**src/rtl/fetch_redirect_unit.sv**
```systemverilog
// Fetch redirect unit: owns the PC, the instruction-memory handshake and the
// IF/ID register. Applies jump-controller redirects, absorbs stalls in a
// one-entry skid buffer and drops responses made stale by a redirect.
// Optional statistics counters are enabled by defining FETCH_REDIRECT_STATS_EN.
module fetch_redirect_unit #(
   parameter int unsigned     XLEN      = 32,
   parameter logic [XLEN-1:0] RESET_PC  = 32'h0000_0000,
   parameter logic [XLEN-1:0] NOP_INSTR = 32'h0000_0013
) (
   input  logic            clk,
   input  logic            rst,
   input  logic            flush,
   input  logic [1:0]      m4_1_cnt,
   input  logic [XLEN-1:0] branch_target,
   input  logic [XLEN-1:0] jump_target,
   input  logic            stall,
   output logic            imem_req,
   output logic [XLEN-1:0] imem_addr,
   input  logic [XLEN-1:0] imem_rdata,
   input  logic            imem_ready,
   output logic [XLEN-1:0] if_id_pc,
   output logic [XLEN-1:0] if_id_instr,
   output logic            if_id_valid,
   output logic            id_ex_flush,
   output logic            misalign_err
`ifdef FETCH_REDIRECT_STATS_EN
   ,
   output logic [31:0]     redirect_count,
   output logic [31:0]     discard_count,
   output logic [31:0]     stall_cycles
`endif
);

   typedef enum logic [1:0] {StFetch, StHold, StDiscard} state_e;

   state_e          state_q, state_d;
   logic [XLEN-1:0] pc_q, pc_d;
   logic [XLEN-1:0] redirect_pc_q, redirect_pc_d;
   logic [XLEN-1:0] skid_pc_q, skid_pc_d;
   logic [XLEN-1:0] skid_instr_q, skid_instr_d;
   logic [XLEN-1:0] if_id_pc_q, if_id_pc_d;
   logic [XLEN-1:0] if_id_instr_q, if_id_instr_d;
   logic            if_id_valid_q, if_id_valid_d;
   logic            misalign_q, misalign_d;

   logic [XLEN-1:0] pc_plus4;
   logic [XLEN-1:0] raw_target;
   logic [XLEN-1:0] target;
   logic            target_misaligned;
   logic            resp_dropped;

   assign pc_plus4 = pc_q + XLEN'(4);

   // Redirect target selection; low bits are forced to word alignment.
   always_comb begin
      unique case (m4_1_cnt)
         2'b01:   raw_target = branch_target;
         2'b10:   raw_target = jump_target;
         default: raw_target = pc_plus4;
      endcase
      target            = {raw_target[XLEN-1:2], 2'b00};
      target_misaligned = (raw_target[1:0] != 2'b00);
   end

   // Next-state logic: flush beats stall beats normal progress in every state.
   always_comb begin
      state_d       = state_q;
      pc_d          = pc_q;
      redirect_pc_d = redirect_pc_q;
      skid_pc_d     = skid_pc_q;
      skid_instr_d  = skid_instr_q;
      if_id_pc_d    = if_id_pc_q;
      if_id_instr_d = if_id_instr_q;
      if_id_valid_d = if_id_valid_q;
      misalign_d    = misalign_q | (flush & target_misaligned);
      resp_dropped  = 1'b0;

      if (flush) begin
         if_id_pc_d    = '0;
         if_id_instr_d = NOP_INSTR;
         if_id_valid_d = 1'b0;
      end

      unique case (state_q)
         StFetch: begin
            if (imem_ready) begin
               if (flush) begin
                  resp_dropped = 1'b1;
                  pc_d         = target;
               end else if (!stall) begin
                  if_id_pc_d    = pc_q;
                  if_id_instr_d = imem_rdata;
                  if_id_valid_d = 1'b1;
                  pc_d          = pc_plus4;
               end else begin
                  skid_pc_d    = pc_q;
                  skid_instr_d = imem_rdata;
                  pc_d         = pc_plus4;
                  state_d      = StHold;
               end
            end else if (flush) begin
               // Keep pc so the outstanding address stays stable.
               redirect_pc_d = target;
               state_d       = StDiscard;
            end
         end
         StHold: begin
            if (flush) begin
               pc_d    = target;
               state_d = StFetch;
            end else if (!stall) begin
               if_id_pc_d    = skid_pc_q;
               if_id_instr_d = skid_instr_q;
               if_id_valid_d = 1'b1;
               state_d       = StFetch;
            end
         end
         StDiscard: begin
            if (flush) begin
               redirect_pc_d = target;
            end
            if (imem_ready) begin
               resp_dropped = 1'b1;
               pc_d         = flush ? target : redirect_pc_q;
               state_d      = StFetch;
            end
         end
         default: state_d = StFetch;
      endcase
   end

   // State registers with synchronous reset.
   always_ff @(posedge clk) begin
      if (rst) begin
         state_q       <= StFetch;
         pc_q          <= RESET_PC;
         redirect_pc_q <= '0;
         skid_pc_q     <= '0;
         skid_instr_q  <= '0;
         if_id_pc_q    <= '0;
         if_id_instr_q <= NOP_INSTR;
         if_id_valid_q <= 1'b0;
         misalign_q    <= 1'b0;
      end else begin
         state_q       <= state_d;
         pc_q          <= pc_d;
         redirect_pc_q <= redirect_pc_d;
         skid_pc_q     <= skid_pc_d;
         skid_instr_q  <= skid_instr_d;
         if_id_pc_q    <= if_id_pc_d;
         if_id_instr_q <= if_id_instr_d;
         if_id_valid_q <= if_id_valid_d;
         misalign_q    <= misalign_d;
      end
   end

   assign imem_req     = (state_q != StHold);
   assign imem_addr    = pc_q;
   assign if_id_pc     = if_id_pc_q;
   assign if_id_instr  = if_id_instr_q;
   assign if_id_valid  = if_id_valid_q;
   assign id_ex_flush  = flush;
   assign misalign_err = misalign_q;

`ifdef FETCH_REDIRECT_STATS_EN
   logic [31:0] redirect_count_q, redirect_count_d;
   logic [31:0] discard_count_q, discard_count_d;
   logic [31:0] stall_cycles_q, stall_cycles_d;

   // Saturating event counters.
   always_comb begin
      redirect_count_d = redirect_count_q;
      discard_count_d  = discard_count_q;
      stall_cycles_d   = stall_cycles_q;
      if (flush && (redirect_count_q != 32'hFFFF_FFFF)) redirect_count_d = redirect_count_q + 32'd1;
      if (resp_dropped && (discard_count_q != 32'hFFFF_FFFF)) discard_count_d = discard_count_q + 32'd1;
      if (stall && (stall_cycles_q != 32'hFFFF_FFFF)) stall_cycles_d = stall_cycles_q + 32'd1;
   end

   // Counter registers with synchronous reset.
   always_ff @(posedge clk) begin
      if (rst) begin
         redirect_count_q <= '0;
         discard_count_q  <= '0;
         stall_cycles_q   <= '0;
      end else begin
         redirect_count_q <= redirect_count_d;
         discard_count_q  <= discard_count_d;
         stall_cycles_q   <= stall_cycles_d;
      end
   end

   assign redirect_count = redirect_count_q;
   assign discard_count  = discard_count_q;
   assign stall_cycles   = stall_cycles_q;
`endif

endmodule

```
**config.mk**
```make
export PLATFORM = sky130hd
export DESIGN_NAME = fetch_redirect_unit
export DESIGN_NICKNAME = d
export VERILOG_FILES = /design/src/rtl/fetch_redirect_unit.sv
export SDC_FILE = /design/constraint.sdc
export NUM_CORES = 1
export LEC_CHECK = 0
export BUFFER_PORTS_ARGS = -buffer_cell sky130_fd_sc_hd__buf_2
export CORE_ASPECT_RATIO = 1.25
export CORE_MARGIN = 3
export CORE_UTILIZATION = 59
export DETAILED_ROUTE_END_ITERATION = 6
export GPL_ROUTABILITY_DRIVEN = 0
export PLACE_DENSITY = 0.86
export REMOVE_ABC_BUFFERS = 1
export SETUP_SLACK_MARGIN = 0.15
export SLEW_MARGIN = 20
export SYNTH_ARGS = -nofsm -noshare
export SYNTH_HDL_FRONTEND = slang
export SYNTH_SLANG_ARGS = --single-unit
```
**constraint.sdc**
```tcl
create_clock -name clk -period 5.8 [get_ports clk]
set_input_delay 0.87 -clock clk [delete_from_list [all_inputs] [get_ports clk]]
set_output_delay 0.87 -clock clk [all_outputs]
set_load 0.05 [all_outputs]
```
== Word-level counts from Yosys, hierarchy flattened ==
Cells that the tools add are included.

* Flip-flop bits (word level): 196
* Bits of input ports: 103
* Output and inout bits: 100
* Word-level logic and storage cells: 70

* Add/subtract/negate cells: 1
* Eq/ne operators: 13
* Muxes and demuxes: 36
* Bitwise gates (word level): 3
* Reductions and logical operators: 8

{| class="wikitable"
|+ Operator list
! operator !! count
|-
| 32-bit 2-to-1 mux || 18
|-
| 32-bit one-hot mux with 2 select lines || 4
|-
| 32-bit one-hot mux with 3 select lines || 1
|-
| 32-bit by 3-bit adder with 32-bit output, second input constant || 1
|-
| 2-bit 2-to-1 mux || 7
|-
| 3-bit inequality test, second input constant || 4
|-
| 2-bit inequality test, second input constant || 4
|-
| 4-bit AND reduction || 2
|-
| 2-bit one-hot mux with 3 select lines || 1
|-
| 5-bit AND reduction || 1
|-
| 2-bit by 1-bit == test with 1-bit output, second input constant || 2
|-
| 2-bit == test, second input constant || 2
|-
| 1-bit 2-to-1 mux || 4
|-
| 2-bit nonzero test || 2
|-
| 3-bit nonzero test || 1
|-
| 2-bit zero test || 1
|-
| 2-bit by 1-bit inequality test with 1-bit output, second input constant || 1
|-
| 1-bit one-hot mux with 2 select lines || 1
|-
| 2-bit AND reduction || 1
|-
| 1-bit bitwise AND || 1
|-
| 1-bit NOT || 1
|-
| 1-bit bitwise OR || 1
|}

== Depth between registers and ports, before layout ==
* Word-level depth: 5
* Gate-level depth with buffers: 11
* Depth with buffers taken out: 8

== Worst setup path after synthesis ==
No wires, ideal clock.

* Kind: register to register
* Start point: register pc_q[5] (netlist: imem_addr[5])
* End point: register pc_q[26] (netlist: imem_addr[26])
* Library setup time: 0.073 ns
* Arrival time: 2.574 ns
* Data required time: 5.727 ns
* Slack: 3.153 ns
* Cell stages (with the launch flop): 8
* Path buffers: 1
* Clock period less this slack: 2.647 ns
* Cells stage by stage: dfxtp_1 buf_2 nand4_4 or4_4 or4_4 a31oi_1 a221oi_1 nor3_2

* Cells in the longest elaborated chain, start to end: 5
* Elaborated cells between the ends (all ways): 8
* Classes of those cells: add/sub (1); mux (7)

{| class="wikitable"
|+ RTL lines
! item !! RTL line !! text
|-
| from (decl) || 37 || <nowiki>logic [XLEN-1:0] pc_q, pc_d;</nowiki>
|-
| from (signal assigned) || 146 || <nowiki>pc_q <= pc_d;</nowiki>
|-
| 32-bit by 3-bit adder with 32-bit output * || 52 || <nowiki>assign pc_plus4 = pc_q + XLEN'(4);</nowiki>
|-
| 32-bit one-hot mux with 2 select lines || 56 || <nowiki>unique case (m4_1_cnt)</nowiki>
|-
| 32-bit 2-to-1 mux, on equally long branches || 108, 87 ||
|-
| 32-bit 2-to-1 mux, on equally long branches || 122, 86 ||
|-
| 32-bit one-hot mux with 3 select lines * || 84 || <nowiki>unique case (state_q)</nowiki>
|}

Mark *: on every way between the ends. The rest lies on a longest branch, timed or not. The select of a mux whose other input is x is not followed.
A chain may end at the register's enable or synchronous reset.

== Final worst setup path ==
* Start point: register state_q[0]
* End point: register pc_q[30] (netlist: imem_addr[30])

* Cells in the longest elaborated chain, start to end: 3
* Elaborated cells between the ends (all ways): 9
* Classes of those cells: eq/ne (5); mux (1); reduce/logical (3)

{| class="wikitable"
|+ RTL lines
! item !! RTL line !! text
|-
| from (decl) || 36 || <nowiki>state_e state_q, state_d;</nowiki>
|-
| from (signal assigned) || 135 || <nowiki>state_q <= StFetch;</nowiki>
|-
| from (signal assigned) || 145 || <nowiki>state_q <= state_d;</nowiki>
|-
| 2-bit by 1-bit == test with 1-bit output (tied with other cells) || 84 ||
|-
| 2-bit inequality test (no source line) / 3-bit nonzero test (equally long branches) || - ||
|-
| 4-bit AND reduction (no source line) || - ||
|}

Several ways; a longest one is shown, not always the timed one.

==> flow_summary.yaml <==
global_routing:
  grt_pass1_wl_mm: 46.9
  grt.overflow.total: 0
  grt.total_usage_pct: 32.4
  grt_max_degree: 102
  antenna_found_initial: 0
  first_global_vias: 9435
floorplan:
  row_count: 50
  fp.dieH_um: 147
  start_util_pct: 61.2
  core-area_um2: 15300
  die-width_um: 119
  ios: 203
  die_area_um2: 17400
cts:
  post_cts_buffers: 0
  clk_path_buf_depth: 2
  clk_latency_ns: 0.44
  tritoncts: "done"
  clkSinkCount: 196
  hold_buffers: 0
  cts_buffers: 17
  htreeDepth: 4
  cts.repair.resized: 0
  cts-root-buf: "clkbuf_16"
  clk_pin_slew_ns: 0.07
cells_and_area:
  fin_cells: 1512
  diodes: 0
  fillers: 1252
  syn2layout_area_growth_pct: 17.2
  layout.nets: 1402
  drive_above_1_share_pct: 21.0
worst_setup_path:
  end_kind: "flip-flop"
  reg2reg_slack_ns: 2.30
  required_ns: 6.08
  crit_type: "reg2reg"
  path_buf_inv: 2
  critical_path_peak_fanout: 25
  cp.arrival_ns: 3.78
  slowest_stage: "and3b_1"
  worstRegToRegCells: 7
  regToRegStartpoint: "state_q[0]"
  r2r-end: "imem_addr[30]"
  cpLargestDelayFamily: "simple AND/OR/NAND/NOR gates"
  start_kind: "flip-flop"
  path_cells: "inv_1 -> ha_1 -> and3b_1 -> buf_4 -> a211o_1 -> o21ai_0 -> a2111oi_0"
  crit_path_max_incr_delay_ns: 0.95
routing:
  drt-total-wl_mm: 29.0
  wl_met3_mm: 2.74
  vias: 9830
  dr.pass1.iters: 7
  met2WireLength_mm: 13.9
  routed.top_layer: "met4"
  viasPerCell: 6.50
  routedLengthMet1_mm: 11.3
  drt_iter0_drc: 1652
  postRouteAntennaNets: 0
  route.detailed.drc: 2
  wl_per_cell_um: 19.2
sta:
  clock.fmax_mhz: 286
  rsz0062_at_grt: "false"
  period_needed_ns: 3.50
  fin_setup_tns_ns: 0
  fin_hold_ws_ns: 0.454
  hold_violations: 0
  period_share_pct: 60.3
  tightestPinTransition_ns: 1.12
  drv_slew: 0
  finClkSkew_ns: 0.00594
  setup_viol: 0
  slew_headroom_pct: 24.7
yosys:
  seq_area_frac_synth_pct: 42.0
  yosysWarnings: 0
  synth_top_area_share_pct: 42.0
  avgSynthCellArea_um2: 7.99
  synthFlopType: "dfxtp_1"
  syn_area_um2: 9340
  yosys-top-cells-area: "dfxtp_1, nand2_1, a21oi_1"
  synth.distinct_cells: 61
  yosysTopAreaCell: "dfxtp_1"
  synth-async-reset-ratio_pct: 0
  synth-edff-count: 0
  synthCells: 1168
  yosys_register_bits: 196
place:
  portBuffers: 202
  dp.cells: 1482
  dp_hpwl_mm: 19.0
hold_path:
  min_to: "skid_pc_q[13]"
  hold_path_class: "reg2reg"
  holdCritStartpoint: "skid_pc_q[13]"
  whs_path_depth: 2
run:
  cap_violations: 0
outcome:
  violations: "DRC"
  status: "complete, but fails checks"
power_and_ir_drop:
  p_comb_share_pct: 25.9
  p_seq_share_pct: 41.8
  p_sw_uw: 1360
  power_uw: 3810
  internal-power_uw: 2450
  peakVddDrop_uv: 235
  powerDensity_nw_per_um2: 348
  p_sw_share_pct: 35.8
  clockPowerShare_pct: 32.3
  leakage_uw: 0.00437
==> per-stage QoR <==
| stage | utilization, % | cell area, um^2 | worst slack [ns] |
|---|---|---|---|
| global placement | 67.7 | 10300 | 2.37 |
| global route | 71.7 | 10900 | 2.21 |
| detailed placement | 67.7 | 10300 | 2.27 |
| floorplan | - | 8890 | 0.710 |
| finish | 71.7 | 10900 | 2.30 |
| CTS | 71.7 | 10900 | 2.40 |
==> worst reg2reg max path, delay by kind of cell, from the launching register on <==
kind / cells / cell delay [ns]
buffers and inverters: 2 / 0.47
AOI/OAI and AO/OA: 3 / 0.70
adders and majority gates: 1 / 0.84
DFF: 1 / 0.38
and+or+nand+nor: 1 / 0.96
==> flip-flops by register name, summed over array words and instances, names as in the netlist <==
register       cells
skid_pc_q         32
state_q            2
redirect_pc_q     32
imem_addr         32
if_id_pc          32
misalign_err       1
skid_instr_q      32
if_id_instr       32
if_id_valid        1
==> cell families (layout without fill, tap and decap cells) <==
kind of cell | Yosys count | after routing | synth area share, %
AO/OA/AOI/OAI | 376 | 376 | 28.8
XOR/XNOR | 26 | 26 | 2.44
adder cells (fa/ha/maj) | 6 | 6 | 0.804
buffers and inverters | 130 | 266 | 5.36
flip-flops | 196 | 196 | 42.0
multiplexers | 5 | 5 | 0.549
AND/OR/NAND/NOR | 429 | 429 | 20.1
==> Yosys cell counts (4+ instances only) <==
library cell,instances
o211a_1,5
a21o_1,4
nand4_1,12
a221o_1,10
and3_1,8
nor2_1,124
xor2_1,9
a22oi_1,19
inv_1,13
dfxtp_1,196
a221oi_1,18
a2111oi_0,4
nand2b_1,6
o21ai_0,40
clkbuf_1,100
xnor2_1,17
buf_2,7
nand2_1,199
buf_1,8
ha_1,6
nand3_1,17
a222oi_1,59
a211oi_1,16
o221a_2,4
nor2b_1,4
nor4_1,8
a21oi_1,130
mux2i_1,4
nor3_1,26
a22o_1,35
and2_1,7
o21a_1,5
==> power groups by stage <==
stage	Combinational (uW)	Clock [uW]	Sequential, uW
after floorplan	468	0	1770
after global placement	945	0	1610
after detailed placement	962	0	1610
after CTS	970	1240	1590
after global routing	1060	1290	1610
final	986	1230	1590
==> how the worst max path moves through the flow <==
stage	end	slack, ns	start	depth (start not counted)
2_1_floorplan	if_id_instr[10]	0.71	state_q[1]	6
3_3_place_gp	if_id_instr[2]	2.37	flush	8
3_5_place_dp	if_id_pc[22]	2.27	flush	8
4_1_cts	imem_addr[30]	2.40	state_q[0]	7
5_1_grt	imem_addr[29]	2.21	state_q[0]	8
6_report	imem_addr[30]	2.30	state_q[0]	7
==> area by class of cell <==
cell class / instances / area, um^2 / area share, %
clock buffers: 20 / 467 / 4.26
clock inverters: 10 / 144 / 1.31
inverters: 14 / 52.6 / 0.480
multi-input cells: 842 / 4930 / 45.1
flip-flops and latches: 196 / 3920 / 35.9
well taps: 208 / 260 / 2.38
repair buffers: 222 / 1160 / 10.6
==> metal layers <==
metal,track usage (%),vias to the layer above
met5,0,-
met4,15.5,0
met3,5.70,95
met2,54.1,627
met1,40.5,4592
li1,-,4516
==> layout by cell type, fill, tap and decap left out, types with 13 or more instances in the layout <==
cell type and count:
inv_1 13, a221oi_1 18, a222oi_1 59, a22oi_1 19, a211oi_1 16, a21oi_1 130, nand2_1 198, o21ai_0 39
clkbuf_16 17, nor2_1 124, nor3_1 24, nand3_1 17, xnor2_1 17, a22o_1 35, buf_4 21, dfxtp_1 196
buf_2 201
Note: power is estimated with default switching activity, not from simulation.
